==> src/rtl/fetch_ctrl_if.sv <==
// Hazard inputs and pipeline-control outputs between the datapath and fetch_ctrl.
// master is the datapath side; slave is the controller.
interface fetch_ctrl_if #(
  parameter int CNT_W = 16
);
  logic             ihit;
  logic             dhit;
  logic             mem_dreq;
  logic             load_use;
  logic             mispredict;
  logic             halt_mem;
  logic             pc_en;
  logic             flush;
  logic             ifid_en;
  logic             idex_en;
  logic             exmem_en;
  logic             memwb_en;
  logic             ifid_clr;
  logic             idex_clr;
  logic             exmem_clr;
  logic             halt;
  logic [CNT_W-1:0] stall_cnt;
  logic [CNT_W-1:0] flush_cnt;

  modport master (
    output ihit, dhit, mem_dreq, load_use, mispredict, halt_mem,
    input  pc_en, flush, ifid_en, idex_en, exmem_en, memwb_en,
           ifid_clr, idex_clr, exmem_clr, halt, stall_cnt, flush_cnt
  );

  modport slave (
    input  ihit, dhit, mem_dreq, load_use, mispredict, halt_mem,
    output pc_en, flush, ifid_en, idex_en, exmem_en, memwb_en,
           ifid_clr, idex_clr, exmem_clr, halt, stall_cnt, flush_cnt
  );
endinterface

==> src/rtl/fetch_ctrl.sv <==
// Pipeline hazard controller: freezes, bubbles and redirects the 5-stage pipe,
// drains on a halt, and keeps saturating stall/flush statistics.
module fetch_ctrl #(
  parameter int CNT_W = 16
) (
  input  logic         CLK,
  input  logic         nRST,
  fetch_ctrl_if.slave  bus
);

  typedef enum logic [1:0] {RUN, DRAIN, HALTED} state_t;

  state_t           state;
  logic             halt_q;
  logic [CNT_W-1:0] stall_q;
  logic [CNT_W-1:0] flush_q;

  logic dstall;
  logic pc_en, flush;
  logic ifid_en, idex_en, exmem_en, memwb_en;
  logic ifid_clr, idex_clr, exmem_clr;
  logic stall_inc, flush_inc;

  function automatic logic [CNT_W-1:0] sat_inc(input logic [CNT_W-1:0] v);
    return (&v) ? v : v + {{(CNT_W-1){1'b0}}, 1'b1};
  endfunction

  assign dstall = bus.mem_dreq & ~bus.dhit;

  always_comb begin
    pc_en     = 1'b0;
    flush     = 1'b0;
    ifid_en   = 1'b0;
    idex_en   = 1'b0;
    exmem_en  = 1'b0;
    memwb_en  = 1'b0;
    ifid_clr  = 1'b0;
    idex_clr  = 1'b0;
    exmem_clr = 1'b0;
    case (state)
      RUN: begin
        if (dstall) begin
          // Whole pipe frozen; older hazards stay asserted and resolve later.
        end else if (bus.halt_mem) begin
          memwb_en = 1'b1;
        end else if (bus.mispredict) begin
          pc_en    = 1'b1;
          flush    = 1'b1;
          ifid_en  = 1'b1;
          idex_en  = 1'b1;
          exmem_en = 1'b1;
          memwb_en = 1'b1;
          ifid_clr = 1'b1;
          idex_clr = 1'b1;
        end else if (bus.load_use) begin
          idex_en  = 1'b1;
          exmem_en = 1'b1;
          memwb_en = 1'b1;
          idex_clr = 1'b1;
        end else if (!bus.ihit) begin
          ifid_en  = 1'b1;
          idex_en  = 1'b1;
          exmem_en = 1'b1;
          memwb_en = 1'b1;
          ifid_clr = 1'b1;
        end else begin
          pc_en    = 1'b1;
          ifid_en  = 1'b1;
          idex_en  = 1'b1;
          exmem_en = 1'b1;
          memwb_en = 1'b1;
        end
      end
      DRAIN:   memwb_en = 1'b1;
      default: ;
    endcase
  end

  assign stall_inc = (state == RUN) && !pc_en && !flush;
  assign flush_inc = (state == RUN) && flush;

  always_ff @(posedge CLK or negedge nRST) begin
    if (!nRST) begin
      state   <= RUN;
      halt_q  <= 1'b0;
      stall_q <= '0;
      flush_q <= '0;
    end else begin
      case (state)
        RUN: begin
          if (!dstall && bus.halt_mem) state <= DRAIN;
          if (stall_inc) stall_q <= sat_inc(stall_q);
          if (flush_inc) flush_q <= sat_inc(flush_q);
        end
        DRAIN: begin
          state  <= HALTED;
          halt_q <= 1'b1;
        end
        default: begin
          state  <= HALTED;
          halt_q <= 1'b1;
        end
      endcase
    end
  end

  assign bus.pc_en     = pc_en;
  assign bus.flush     = flush;
  assign bus.ifid_en   = ifid_en;
  assign bus.idex_en   = idex_en;
  assign bus.exmem_en  = exmem_en;
  assign bus.memwb_en  = memwb_en;
  assign bus.ifid_clr  = ifid_clr;
  assign bus.idex_clr  = idex_clr;
  assign bus.exmem_clr = exmem_clr;
  assign bus.halt      = halt_q;
  assign bus.stall_cnt = stall_q;
  assign bus.flush_cnt = flush_q;

endmodule

==> src/flat_wrapper.sv <==
// flat-port wrapper written by rule: the top's interface ports become plain ports
module fetch_ctrl_flat 
#(
  parameter int CNT_W = 16
)
  (CLK, nRST, bus_ihit, bus_dhit, bus_mem_dreq, bus_load_use, bus_mispredict, bus_halt_mem, bus_pc_en, bus_flush, bus_ifid_en, bus_idex_en, bus_exmem_en, bus_memwb_en, bus_ifid_clr, bus_idex_clr, bus_exmem_clr, bus_halt, bus_stall_cnt, bus_flush_cnt);
  fetch_ctrl_if #(.CNT_W(CNT_W)) bus_i ();
  input  logic CLK;
  input  logic nRST;
  input wire logic [$bits(bus_i.ihit)-1:0] bus_ihit;
  input wire logic [$bits(bus_i.dhit)-1:0] bus_dhit;
  input wire logic [$bits(bus_i.mem_dreq)-1:0] bus_mem_dreq;
  input wire logic [$bits(bus_i.load_use)-1:0] bus_load_use;
  input wire logic [$bits(bus_i.mispredict)-1:0] bus_mispredict;
  input wire logic [$bits(bus_i.halt_mem)-1:0] bus_halt_mem;
  output wire logic [$bits(bus_i.pc_en)-1:0] bus_pc_en;
  output wire logic [$bits(bus_i.flush)-1:0] bus_flush;
  output wire logic [$bits(bus_i.ifid_en)-1:0] bus_ifid_en;
  output wire logic [$bits(bus_i.idex_en)-1:0] bus_idex_en;
  output wire logic [$bits(bus_i.exmem_en)-1:0] bus_exmem_en;
  output wire logic [$bits(bus_i.memwb_en)-1:0] bus_memwb_en;
  output wire logic [$bits(bus_i.ifid_clr)-1:0] bus_ifid_clr;
  output wire logic [$bits(bus_i.idex_clr)-1:0] bus_idex_clr;
  output wire logic [$bits(bus_i.exmem_clr)-1:0] bus_exmem_clr;
  output wire logic [$bits(bus_i.halt)-1:0] bus_halt;
  output wire logic [$bits(bus_i.stall_cnt)-1:0] bus_stall_cnt;
  output wire logic [$bits(bus_i.flush_cnt)-1:0] bus_flush_cnt;
  assign bus_i.ihit = bus_ihit;
  assign bus_i.dhit = bus_dhit;
  assign bus_i.mem_dreq = bus_mem_dreq;
  assign bus_i.load_use = bus_load_use;
  assign bus_i.mispredict = bus_mispredict;
  assign bus_i.halt_mem = bus_halt_mem;
  assign bus_pc_en = bus_i.pc_en;
  assign bus_flush = bus_i.flush;
  assign bus_ifid_en = bus_i.ifid_en;
  assign bus_idex_en = bus_i.idex_en;
  assign bus_exmem_en = bus_i.exmem_en;
  assign bus_memwb_en = bus_i.memwb_en;
  assign bus_ifid_clr = bus_i.ifid_clr;
  assign bus_idex_clr = bus_i.idex_clr;
  assign bus_exmem_clr = bus_i.exmem_clr;
  assign bus_halt = bus_i.halt;
  assign bus_stall_cnt = bus_i.stall_cnt;
  assign bus_flush_cnt = bus_i.flush_cnt;
  fetch_ctrl #(.CNT_W(CNT_W)) u_core (.CLK(CLK), .nRST(nRST), .bus(bus_i));
endmodule
==> config.mk <==
export PLATFORM = sky130hd
export DESIGN_NAME = fetch_ctrl_flat
export DESIGN_NICKNAME = d
export VERILOG_FILES = /design/src/rtl/fetch_ctrl_if.sv /design/src/rtl/fetch_ctrl.sv /design/src/flat_wrapper.sv
export SDC_FILE = /design/constraint.sdc
export NUM_CORES = 1
export LEC_CHECK = 0
export ABC_AREA = 1
export CAP_MARGIN = 20
export CORE_MARGIN = 2
export CORE_UTILIZATION = 37
export CTS_CLUSTER_SIZE = 30
export DETAILED_ROUTE_END_ITERATION = 8
export GPL_TIMING_DRIVEN = 0
export PLACE_DENSITY = 0.69
export SLEW_MARGIN = 30
export SYNTH_ARGS = -nofsm -noshare
export SYNTH_HDL_FRONTEND = slang
export SYNTH_SLANG_ARGS = --single-unit
==> constraint.sdc <==
create_clock -name CLK -period 1.65 [get_ports CLK]
set_input_delay 0.165 -clock CLK [delete_from_list [all_inputs] [get_ports CLK]]
set_output_delay 0.165 -clock CLK [all_outputs]
set_load 0.005 [all_outputs]
# Word-level counts from Yosys, hierarchy flattened
# Cells that the tools add are included.
[classes]
n_addsub = 2
n_eq_ne = 2
mux = 33
n_bitwise = 4
reduce_logical = 12
[op_table]
columns = ["op", "n"]
rows = [
  ["16-bit by 1-bit adder with 16-bit output, second input constant", 2],
  ["16-bit AND reduction", 2],
  ["1-bit 2-to-1 mux", 30],
  ["3-bit AND reduction", 2],
  ["1-bit logical AND", 4],
  ["2-bit 2-to-1 mux", 2],
  ["1-bit logical NOT", 3],
  ["1-bit NOT", 3],
  ["2-bit by 1-bit == test with 1-bit output, second input constant", 1],
  ["2-bit logical NOT", 1],
  ["2-bit != test, second input constant", 1],
  ["1-bit one-hot mux with 2 select lines", 1],
  ["1-bit bitwise AND", 1],
]
[word_totals]
register_bits = 35
inputBits = 8
wordCells = 57

# Depth between registers and ports, before layout
# Gate-level depths: netlist (run 1).
[logic_depth]
ltp_word = 10
ltp_mapped = 10
ltp_nobuf = 9

# Worst setup path before layout (run 1)
# No wires, ideal clock.
[synth_timing]
kind = "reg2reg"
from = "reg u_core.flush_q[0], in the netlist u_core.bus.flush_cnt[0]"
to = "reg u_core.flush_q[6], in the netlist u_core.bus.flush_cnt[6]"
setup_time_ns = 0.115
t_arrival_ns = 1.372
required_ns = 1.535
slack_ns = 0.163
stages_incl_launch_ff = 10
n_path_buf = 1
path_cell_list = "dfrtp_1 ha_1 nand3_1 inv_2 nand3_2 nor2_2 nor2_4 buf_12 nand2_2 nand2_2"
[synth_between]
elab_chain_len = 3
elab_cells_between_ends = 4
cone_classes = "add/sub: 1; bitwise: 1; reduce/logical: 2"
[synth_lines]
columns = ["item", "line", "rtl"]
rows = [
  ["start, declared", "fetch_ctrl.sv:16", "logic [CNT_W-1:0] flush_q;"],
  ["start signal, assigned", "fetch_ctrl.sv:93", "if (flush_inc) flush_q <= sat_inc(flush_q);"],
  ["parallel branches: the longest is 3 deep, another holds 16-bit by 1-bit adder with 16-bit output", "--", ""],
]
# Parallel ways; which one is timed is not known.
# A chain may end at the register's enable or synchronous reset.

# Worst setup path after layout (run 1)
[layout_timing]
from = "reg u_core.state[1]"
to = "out bus_flush"
[layout_between]
elab_chain_len = 2
[layout_lines]
columns = ["item", "line", "rtl"]
rows = [
  ["start, declared", "fetch_ctrl.sv:13", "state_t state;"],
  ["start signal, assigned", "fetch_ctrl.sv:84", "state <= RUN;"],
  ["start signal, assigned", "fetch_ctrl.sv:91", "if (!dstall && bus.halt_mem) state <= DRAIN;"],
  ["start signal, assigned", "fetch_ctrl.sv:96", "state <= HALTED;"],
  ["2-bit logical NOT", "fetch_ctrl.sv:40", "case (state)"],
  ["1-bit 2-to-1 mux", "fetch_ctrl.sv:40", ""],
  ["end, declared", "flat_wrapper.sv:17", "output wire logic [$bits(bus_i.flush)-1:0] bus_flush;"],
]
# No other way between the ends.

==> results of run 1 <==
## sequential cells by signal (all words and copies together), names as in the netlist
signal,cells
u_core.bus.flush_cnt,16
u_core.bus.stall_cnt,16
u_core.state,2
u_core.bus.halt,1
## cell type report
type / count / area [µm²]
buffer: 6 / 68.82
tap: 75 / 93.84
inverter: 27 / 101.3
timing repair buffer: 60 / 576.8
multi-input combinational: 252 / 1257
clock inverter: 3 / 15.01
clock buffer: 5 / 68.82
fill: 582 / 2861
sequential: 35 / 877.1
## kinds of logic (layout without fill, tap and decap cells)
family / after synthesis / count (layout) / share of synthesized area
buf+inv: 33 / 101 / 0.07269
xor+xnor: 14 / 14 / 0.05439
other cells: 1 / 1 / 0.001663
fa+ha+maj: 2 / 2 / 0.01110
flops: 35 / 35 / 0.3885
compound gates: 10 / 10 / 0.02831
simple gates: 225 / 225 / 0.4434
## what timing repair did
action / 4_1_cts / 5_1_grt
pin swaps: 3 / 6
endpoints found under the setup margin: 18 / 23
endpoints found under the hold margin: 12 / 0
gates resized for setup: 12 / 11
setup buffers: 5 / 5
hold buffers: 1 / 0
## worst paths after layout
check | start | to | slack [ns] | depth (start not counted)
setup / recovery | u_core.state[1]$_DFFE_PN0P_ | bus_flush | 0.09 | 5
hold / removal | nRST | u_core.bus.flush_cnt[7]$_DFFE_PN0P_ | 0.32 | 2
setup reg to reg | u_core.bus.flush_cnt[0]$_DFFE_PN0P_ | u_core.bus.flush_cnt[4]$_DFFE_PN0P_ | 0.09 | 9
hold reg to reg | u_core.bus.halt$_DFFE_PN0N_ | u_core.bus.halt$_DFFE_PN0N_ | 0.47 | 1
max in group asynchronous | nRST | u_core.bus.flush_cnt[0]$_DFFE_PN0P_ | 0.90 | 3
min in group CLK | bus_halt_mem | u_core.state[0]$_DFFE_PN0P_ | 0.44 | 3
## metal layers
layer  global-route usage  share of wire
met1               0.2308           0.49
met2               0.2789           0.46
met4              0.05000          0.013
met5                    0              0
met3              0.03516          0.042
## metrics by stage
step,std cells,area [µm²]
global route,463,3059
detailed placement,444,2844
floorplan,320,2255
CTS,458,2982
global placement,443,2829
finish,463,3059
## worst register-to-register path, cell delays in order (launching register included)
cell and delay, ns:
dfrtp_2 0.42, ha_1 0.22, nand3_2 0.13, inv_2 0.09
nand3_2 0.11, nor2_2 0.15, nor2_4 0.06, buf_4 0.15
nand2_1 0.06, nand2_1 0.06
## cells in the final DEF, fill, tap and decap left out, types with 5 or more instances in the layout
cell type	instances
nand2_1	141
buf_4	11
inv_2	5
dlygate4sd2_1	6
inv_1	22
nand2_2	11
xnor2_1	8
nand4_1	9
clkdlybuf4s50_1	40
o21ai_0	6
clkbuf_8	5
nand3_1	10
xor2_1	6
nor2_1	35
dfrtp_1	34
## where the power goes
group	switching [mW]	leakage, nW	internal, mW
Clock	0.327	0.0477	0.289
Combinational	0.284	0.924	0.370
Sequential	0.121	0.470	0.944
Total	0.732	1.44	1.60
==> flow_summary.ini, run 1 <==
[pwr]
finalPower_mw = 2.335
ir_worst_vdd_mv = 0.5856
p_leak_nw = 1.442
p_per_area_nw_per_um2 = 763.1

[synthesis]
yosysUniqueCellTypes = 30
yosysWarnings = 0
synth_seq_cells = 35
synthTopCellsByCount = nand2_1, nor2_1, dfrtp_1, inv_1, nand3_1
netlist_area_um2 = 2255
synthFlopType = dfrtp_1
yosysSeqAreaShare = 0.3885
synthMostInstantiatedCell = nand2_1
synth_top_area_cell = dfrtp_1
syn_inst = 320
avgSynthCellArea_um2 = 7.046
synth_area_leaders = dfrtp_1, nand2_1, nor2_1
async_flop_share = 1.000
syn_nets = 330
yosys.area.top_type_share = 0.3885
synth_edf_count = 0

[layout]
fin_nets = 397
antenna_cells = 0
final_layout_size_suffix_gt1_frac = 0.1624
utilization = 0.5167
area_growth_pct = 35.68

[clock_network]
clkLatencyLatePin_ns = 0.30
htreeDepth = 2
numCtsBuffers = 5
clk_pin_slew_ns = 0.07
cts_tree = built
cts_root_buffer = clkbuf_8
clock-sinks = 35
cts.path.max_buffers = 2

[worst_setup_path]
critical-path-top-delay-family = flip-flops
cpPeakStageDelay_ns = 0.41
critPathLaunchType = flip-flop
critPathKind = flip-flop to output pin
critPathMaxFanout = 6
cp_slowest_cell = dfrtp_1
crit_chain = nor2_4, nand3_4, buf_6, nor2_8, clkdlybuf4s15_1
critPathArrivalTime_ns = 1.39
end_kind = output pin
worst-path-buf-inv = 2
required_ns = 1.48

[global_route]
grt_usage = 0.1717
antenna_found_initial = 0
grt_overflow = 0
grt_first_pass_wirelength_um = 8832
grt_pass1_vias = 1907
grt_max_degree = 24

[route]
routed_via_density = 4.613
drtIter0Drc = 100
firstDrtPassIters = 4
via_count = 2136
drt.antenna.violating_nets = 0
wirelength_um = 5292
wl_per_cell_um = 11.43
drc = 0

[flow_run]
maxCapViolations = 0

[place]
numPortBuffers = 48
gp_congestion = 0.8508
pre_cts_ws_ns = -0.2018
hpwl_um = 3820

[die]
placementRows = 28
die_height_um = 82.06
die_area_um2 = 6734
start_util = 0.3808
coreArea_um2 = 5921
pin_count = 50
die_x_um = 82.06

[timing]
fin_crit_ns = 1.560
holdWs_ns = 0.3169
skew_ns = 0.004920
final_hold_viol_count = 0
rsz0062_at_grt = false
fmax_mhz = 641.1
setup_viol = 0
tns_ns = 0
period_share = 0.9454
slew_viol_final = 0
postLayoutSetupSlackWorst_ns = 0.09013

[run_status]
status = complete, no violations

[worst_hold_path]
hold_path.class = primary input to async pin
No activity file was read; power rests on OpenSTA's default activity.
==> run 2: changes to the inputs <==
--- a/config.mk
+++ b/config.mk
@@ -8,11 +8,11 @@
 export ABC_AREA = 1
 export CAP_MARGIN = 20
 export CORE_MARGIN = 2
-export CORE_UTILIZATION = 37
+export CORE_UTILIZATION = 51
 export CTS_CLUSTER_SIZE = 30
 export DETAILED_ROUTE_END_ITERATION = 8
 export GPL_TIMING_DRIVEN = 0
-export PLACE_DENSITY = 0.69
+export PLACE_DENSITY = 0.88
 export SLEW_MARGIN = 30
 export SYNTH_ARGS = -nofsm -noshare
 export SYNTH_HDL_FRONTEND = slang
==> run 2 against run 1 <==
Compared with the run above: design area is 1.5% higher; critical endpoint is now u_core.bus.flush_cnt[3]$_DFFE_PN0P_; fmax fell by 2.2%; sequential share of layout area is 0.38 points lower; core utilization grew 21 points; critical path depth up 4; global-route usage up 6.1 points; flip-flop and latch count did not move; largest power group unchanged; total power rose by 6.2%.
==> flow_summary.ini, run 2 (synthesis results as in run 1) <==
[pwr]
finalPower_mw = 2.479
p_per_area_nw_per_um2 = 798.7
seq_power_share = 0.431
sw_frac_of_total = 0.3066
p_leak_nw = 1.541
power.share.clock = 0.283
intPower_mw = 1.719
ir_worst_vdd_mv = 0.8466
p_switching_mw = 0.7600
combPwrFrac = 0.285

[clock_network]
cts_root_buffer = clkbuf_8
clock-sinks = 35
numCtsBuffers = 5
htreeDepth = 2
clkLatencyLatePin_ns = 0.29
clk_pin_slew_ns = 0.08
cts.path.max_buffers = 2
cts_tree = built

[die]
die_height_um = 70.49
start_util = 0.5251
coreArea_um2 = 4294
pin_count = 50
die_area_um2 = 4969
die_x_um = 70.49
placementRows = 24

[worst_setup_path]
critPathLaunchType = flip-flop
end_kind = flip-flop
r2r_slack_ns = 0.05
critPathArrivalTime_ns = 1.78
r2r_start = u_core.bus.flush_cnt[0]$_DFFE_PN0P_
required_ns = 1.83
reg2reg_depth = 9
reg2reg_to = u_core.bus.flush_cnt[3]$_DFFE_PN0P_
critPathMaxFanout = 6
critPathKind = flip-flop to flip-flop
critical_path.startpoint = u_core.bus.flush_cnt[0]$_DFFE_PN0P_
endpoint = u_core.bus.flush_cnt[3]$_DFFE_PN0P_

[global_route]
grt_pass1_vias = 2093
antenna_found_initial = 0
grt_max_degree = 22
grt_first_pass_wirelength_um = 9204
grt_overflow = 0
grt_usage = 0.2327

[route]
firstDrtPassIters = 4
drtIter0Drc = 101
drc = 0
drt.antenna.violating_nets = 0
routed_via_density = 5.106
wirelength_um = 5884
wl_per_cell_um = 13.28
via_count = 2262

[layout]
final_layout_size_suffix_gt1_frac = 0.1790
area_growth_pct = 37.68
n_fill_cell = 322
final_cell_mix = nand2_1, clkdlybuf4s50_1, nor2_1, dfrtp_1, inv_1
antenna_cells = 0
fin_nets = 400
utilization = 0.7229
layout_commonest_cell = nand2_1

[place]
gp_congestion = 0.8387
pre_cts_ws_ns = -0.1518
hpwl_um = 3900
numPortBuffers = 48

[flow_run]
maxCapViolations = 0

[timing]
final_hold_viol_count = 0
tns_ns = 0
slew_viol_final = 0
period_share = 0.9671
fmax_mhz = 626.7
fin_crit_ns = 1.596
postLayoutSetupSlackWorst_ns = 0.05436
skew_ns = 0.006432
setup_viol = 0

[worst_hold_path]
hold_path.class = primary input to async pin

[run_status]
status = complete, no violations
-- run 2: cell types whose count changed in the layout (fill, tap and decap cells not counted), moves of 2 or more --
cell	change
buf_4	+5
dlygate4sd2_1	-5
dlymetal6s2s_1	+5
clkinv_2	-3
nor2_2	-3
buf_6	-2
clkbuf_2	+2
clkbuf_8	+2
nor2_4	+2
-- run 2: metrics by stage --
step	cell area [µm²]	std cells	hold slack, ns
2_1_floorplan	2255	320	-0.1306
3_5_place_dp	2823	421	0.1119
5_1_grt	3104	443	0.3425
6_report	3104	443	0.3171
3_3_place_gp	2800	420	0.4554
4_1_cts	2960	432	0.3346
-- run 2: layout make-up --
type | instances | area [µm²] | share of cell area
Inverter | 27 | 101.3 | 0.03265
Timing Repair Buffer | 63 | 611.8 | 0.1971
Multi-Input combinational cell | 252 | 1282 | 0.4131
Clock buffer | 8 | 100.1 | 0.03225
Buffer | 6 | 65.06 | 0.02096
Tap cell | 52 | 65.06 | 0.02096
Sequential cell | 35 | 878.3 | 0.2830
-- run 2: how the worst min path moves through the flow --
stage                                start                                  end  slack, ns  cells after the start
4_1_cts                               nRST  u_core.bus.stall_cnt[0]$_DFFE_PN0P_       0.33                      2
3_5_place_dp                          nRST  u_core.bus.flush_cnt[9]$_DFFE_PN0P_       0.11                      1
2_1_floorplan                         nRST  u_core.bus.flush_cnt[0]$_DFFE_PN0P_      -0.13                      0
6_report                              nRST  u_core.bus.stall_cnt[0]$_DFFE_PN0P_       0.32                      2
3_3_place_gp   u_core.bus.halt$_DFFE_PN0N_          u_core.bus.halt$_DFFE_PN0N_       0.46                      1
5_1_grt                               nRST  u_core.bus.stall_cnt[0]$_DFFE_PN0P_       0.34                      2
-- run 2: timing repair --
item,4_1_cts,5_1_grt
pin swaps,2,5
hold endpoints to repair,14,0
endpoints found under the setup margin,28,28
setup buffers,2,11
hold buffers,1,0
gates cloned,0,0
gates resized for setup,8,23
-- run 2: routing by layer --
metal  up-vias  track usage  share of wire
met1      1042       0.2819           0.40
met4         0      0.07479          0.016
li1       1128            -              -
met3        11      0.06061          0.066
met2        81       0.4015           0.52
met5         -            0              0
-- run 2: critical path, cell delays in order, from the launching register on --
cell	delay (ns)
dfrtp_2	0.41
ha_1	0.22
nand3_2	0.15
inv_2	0.11
nand3_2	0.14
nor2_4	0.14
nor2_4	0.06
buf_4	0.15
nand2_1	0.07
nand2_1	0.05
-- run 2: power groups by stage --
stage	clock network, mW	registers, mW	logic (mW)
after detailed placement	0	1.08	0.536
after CTS	0.716	1.05	0.601
after global routing	0.750	1.08	0.785
final	0.703	1.07	0.708
after floorplan	0	1.07	0.263
after global placement	0	1.08	0.515
==> RTL edit 1 (config.mk and constraints of run 1) <==
`CNT_W` is set to 16 in 3 places; all go to 14.
--- a/src/rtl/fetch_ctrl_if.sv
+++ b/src/rtl/fetch_ctrl_if.sv
@@ -3,3 +3,3 @@
 interface fetch_ctrl_if #(
-  parameter int CNT_W = 16
+  parameter int CNT_W = 14
 );
--- a/src/rtl/fetch_ctrl.sv
+++ b/src/rtl/fetch_ctrl.sv
@@ -3,3 +3,3 @@
 module fetch_ctrl #(
-  parameter int CNT_W = 16
+  parameter int CNT_W = 14
 ) (
--- a/src/flat_wrapper.sv
+++ b/src/flat_wrapper.sv
@@ -3,3 +3,3 @@
 #(
-  parameter int CNT_W = 16
+  parameter int CNT_W = 14
 )
Ports: changed (resized bus_flush_cnt and bus_stall_cnt); port bits go from 50 to 46. No check against the original RTL was run, so the function may have changed too.
==> RTL edit 1 against run 1 <==
- final area down 6.9%
- synthesized area fell by 9.9%
- sequential share of layout area down 1.3 points
- power rose by 6.6%
- critical path depth up 1
- maximum frequency hardly changed
- worst hold slack got worse by 0.060 ns
- wire length decreased by 3.9%
- clock skew up 0.0064 ns
- worst setup slack improved by 0.00095 ns
- sequential cell count fell by 4
- first-iteration DRC count is 47% lower
- global-route usage about the same
- sequential power down 9%
- largest power group unchanged
==> RTL edit 1: results <==
metrics = {
    "place": {
        "portBuffers": 44,
        "gp_congestion": 0.8714,
        "hpwl_mm": 3.634,
        "place_area_sq_mm": 0.002575,
        "place_ws_ns": -0.5664,
        "dp.cells": 411,
    },
    "status": {
        "status": "finished clean",
    },
    "global_route": {
        "grt_pass1_vias": 1952,
        "grt_use_met2": 0.3112,
        "grt_max_degree": 25,
        "grt_pass1_wl_mm": 8.411,
        "use_met3": 0.03908,
        "grtUsageTotal": 0.1720,
        "grt_use_met1": 0.1981,
        "antenna_found_initial": 0,
    },
    "power": {
        "clk-power_uw": 906,
        "swShare": 0.2823,
        "p_comb_uw": 616,
        "peakVddDrop_mv": 0.6404,
        "leakagePower_nw": 1.337,
        "internal-power_mw": 1.786,
    },
    "cts": {
        "clk_pin_slew_ns": 0.08,
        "cts-resized-gates": 21,
        "postCtsSetupBuffers": 5,
        "htree_levels": 2,
        "clk_latency_ns": 0.29,
    },
    "worst_hold_path": {
        "worstHoldPathType": "primary input to async pin",
    },
    "sta": {
        "min_period_over_period": 0.9448,
        "skew_ns": 0.01133,
        "whs_ns": 0.2570,
        "finalSetupViolCount": 0,
    },
    "worst_setup_path": {
        "startpoint": "bus_dhit",
        "slowest_delay_ns": 0.52,
        "crit_path_end": "bus_memwb_en",
        "timing.rr.end": "u_core.bus.flush_cnt[11]$_DFFE_PN0P_",
        "slowest_stage": "clkdlybuf4s50_1",
        "path_delay_family": "buffers and inverters",
        "reg2reg_slack_ns": 0.11,
        "critPathMaxFanout": 4,
        "reg2regPathDepth": 10,
    },
    "routing": {
        "wl_met3_um": 183,
        "via_count": 2054,
        "wl_met1_mm": 2.260,
        "drt_iter0_markers": 53,
        "drt_wl_total_mm": 5.084,
        "vias_per_cell": 4.766,
        "met2_length_mm": 2.617,
        "drt_pass1_iterations": 4,
    },
    "logic_synthesis": {
        "synth_commonest_cells": "127 x nand2_1, 31 x dfrtp_1, 30 x nand3_1",
        "post_synth_num_cell_types": 23,
        "ys_top_cells_by_area": "dfrtp_1 38%, nand2_1 23%, nand3_1 7.4%, nor2_1 5.2%, inv_1 4.4%",
        "synth.net_count": 306,
        "syn_area_per_cell_sq_um": 6.865,
        "yosysSeqAreaShare": 0.3818,
    },
    "cells_and_area": {
        "drive_above_1_share": 0.1524,
        "nets": 370,
    },
}
RTL edit 1: changes by cell type in the layout (fill, tap and decap cells not counted), sizes merged, moves of 3 or more:
cell / delta
nand2: -23
nand3b: +5
nor2: -7
clkdlybuf4s50: -4
dfrtp: -4
clkinv: -3
xor2: -3
nand3: +15
xnor2: -3
clkbuf: +4
RTL edit 1: area by class of cell:
class,count,area [sq um]
flip-flops and latches,31,779.5
clock buffers,6,72.57
well taps,70,87.58
clock inverters,2,60.06
inverters,26,97.59
multi-input cells,234,1175
plain buffers,5,48.80
repair buffers,57,528.0
fillers,538,2356
RTL edit 1: kinds of logic after synthesis:
| logic type | synth area share |
|---|---|
| AO/OA/AOI/OAI | 0.02094 |
| buffers and inverters | 0.07020 |
| adder cells (fa/ha/maj) | 0.01231 |
| other | 0.001846 |
| XOR/XNOR | 0.03448 |
| flip-flops | 0.3818 |
| AND/OR/NAND/NOR | 0.4784 |
==> RTL edit 2 (config.mk and constraints of run 1) <==
Without the edit above. Re-encode `state_t` (3 states) as one-hot, 3 bits wide.
--- a/src/rtl/fetch_ctrl.sv
+++ b/src/rtl/fetch_ctrl.sv
@@ -10,3 +10,3 @@
 
-  typedef enum logic [1:0] {RUN, DRAIN, HALTED} state_t;
+  typedef enum logic [2:0] {RUN = 3'b001, DRAIN = 3'b010, HALTED = 3'b100} state_t;
 
Function: no difference found for any inputs over 10 cycles, from zero or initial values and one cycle with nRST low; not proved beyond that.
==> RTL edit 2 against run 1 <==
- final area grew 1.6%
- worst setup slack lost 0.027 ns
- wire length grew 2.9%
- sequential cell count grew 1
- synthesized area shrank 0.94%
- largest cell class unchanged
Power is not compared: it rests on default switching activity, and its combinational part moved more than twofold at a synthesized area within 25%.
==> RTL edit 2: results <==
metrics = {
    "cells_and_area": {
        "nets": 411,
        "drive_above_1_share": 0.1542,
        "n_fill_cell": 563,
        "design_area_sq_mm": 0.003109,
        "diodes": 0,
    },
    "worst_setup_path": {
        "critPathCaptureType": "register",
        "critPathMaxFanout": 7,
        "crit_path_end": "u_core.bus.stall_cnt[8]$_DFFE_PN0P_",
        "arrival_ns": 1.83,
        "slowest_stage": "dfrtp_1",
        "startpoint": "u_core.bus.stall_cnt[0]$_DFFE_PN0P_",
        "reg2reg_slack_ns": 0.06,
        "timing.rr.end": "u_core.bus.stall_cnt[8]$_DFFE_PN0P_",
        "reg2regPathDepth": 8,
    },
    "place": {
        "dp.cells": 449,
        "hpwl_mm": 3.792,
        "place_ws_ns": -0.1997,
        "portBuffers": 48,
        "gp_congestion": 0.9136,
        "place_area_sq_mm": 0.002823,
    },
    "logic_synthesis": {
        "synth_xor_area_frac": 0.05490,
        "post_synth_num_cell_types": 28,
        "synthAdderAreaFrac": 0.01120,
        "async_flop_share": 1.000,
        "synthMuxAreaShare": 0,
        "yosysSeqAreaShare": 0.4039,
        "synth_commonest_cells": "153 x nand2_1, 36 x nor2_1, 35 x dfrtp_1",
        "synth.net_count": 335,
        "syn_inst": 325,
        "ys_top_cells_by_area": "dfrtp_1 39%, nand2_1 26%, nor2_1 6.1%, inv_1 4.4%, nand3_1 3.6%",
        "synth_warnings": 0,
        "synth-compound-area-share": 0.03585,
    },
    "cts": {
        "clk_pin_slew_ns": 0.08,
        "postCtsSetupBuffers": 6,
        "cts_buffers": 5,
        "cts-resized-gates": 22,
        "cts_max_path_buffers": 2,
        "holdBufCountCts": 1,
        "clk_latency_ns": 0.30,
        "cts_root_buf": "clkbuf_8",
    },
    "routing": {
        "vias_per_cell": 4.761,
        "avgRoutedWirePerCell_um": 11.42,
        "drt_pass1_iterations": 4,
        "drt_iter0_markers": 90,
        "drt_wl_total_mm": 5.445,
    },
    "status": {
        "status": "finished clean",
    },
    "global_route": {
        "antenna_found_initial": 0,
        "grt_pass1_wl_mm": 8.970,
        "grt_pass1_vias": 2079,
        "grt_max_degree": 27,
        "grtUsageTotal": 0.1726,
    },
    "power": {
        "peakVddDrop_mv": 0.3726,
        "leakagePower_nw": 1.467,
    },
    "sta": {
        "drv_slew": 0,
        "skew_ns": 0.009181,
        "min_period_over_period": 0.9615,
    },
    "worst_hold_path": {
        "worstHoldPathType": "primary input to async pin",
    },
}
[RTL edit 2: cell types whose count changed after synthesis, moves of 2 or more]
cell	before	now
a21oi_1	2	4
inv_1	23	26
nand2_2	12	2
inv_2	3	1
nand2_1	141	153
nand3_1	13	16
o21ai_0	6	4
[RTL edit 2: layer usage]
metal  up-vias  share of wire  global-route usage
met3        12          0.040             0.03077
li1       1160              -                   -
met1      1052           0.46              0.2099
met4         0          0.022             0.08000
met5         -              0                   0
met2        47           0.48              0.2967
[RTL edit 2: cell families (layout without fill, tap and decap cells)]
logic type | count (synthesis) | in the layout
AO/OA/AOI/OAI | 12 | 12
other | 1 | 1
XOR/XNOR | 14 | 14
adder cells (fa/ha/maj) | 2 | 2
flip-flops | 36 | 36
AND/OR/NAND/NOR | 226 | 226
buffers and inverters | 34 | 111
[RTL edit 2: cell type report]
cell class,instances,area share
clock inverter,1,0.001610
buffer,6,0.01811
multi-input combinational,255,0.3968
clock buffer,7,0.02455
inverter,28,0.03461
tap,75,0.03018
timing repair buffer,69,0.2036
sequential,36,0.2905
[RTL edit 2: metrics by stage]
step / total power [mW] / hold WS, ns
global route: 1.681 / 0.3182
detailed placement: 0.9832 / 0.06773
CTS: 1.616 / 0.2714
global placement: 0.9780 / 0.4614
finish: 1.607 / 0.2714
floorplan: 0.9298 / -0.1306
[RTL edit 2: critical path, delay by kind of cell (launching register included)]
family	cells	cell delay (ns)
AOI/OAI and AO/OA	1	0.28
buffers and inverters	2	0.30
adders and majority gates	1	0.22
and+or+nand+nor	4	0.32
DFF	1	0.41
[RTL edit 2: power groups by stage]
stage	Sequential [mW]	Combinational, mW	Clock, mW
floorplan	0.909	0.0205	0
global route	0.892	0.102	0.688
finish	0.891	0.0897	0.626
detailed placement	0.910	0.0734	0
CTS	0.893	0.0786	0.644
global placement	0.910	0.0679	0
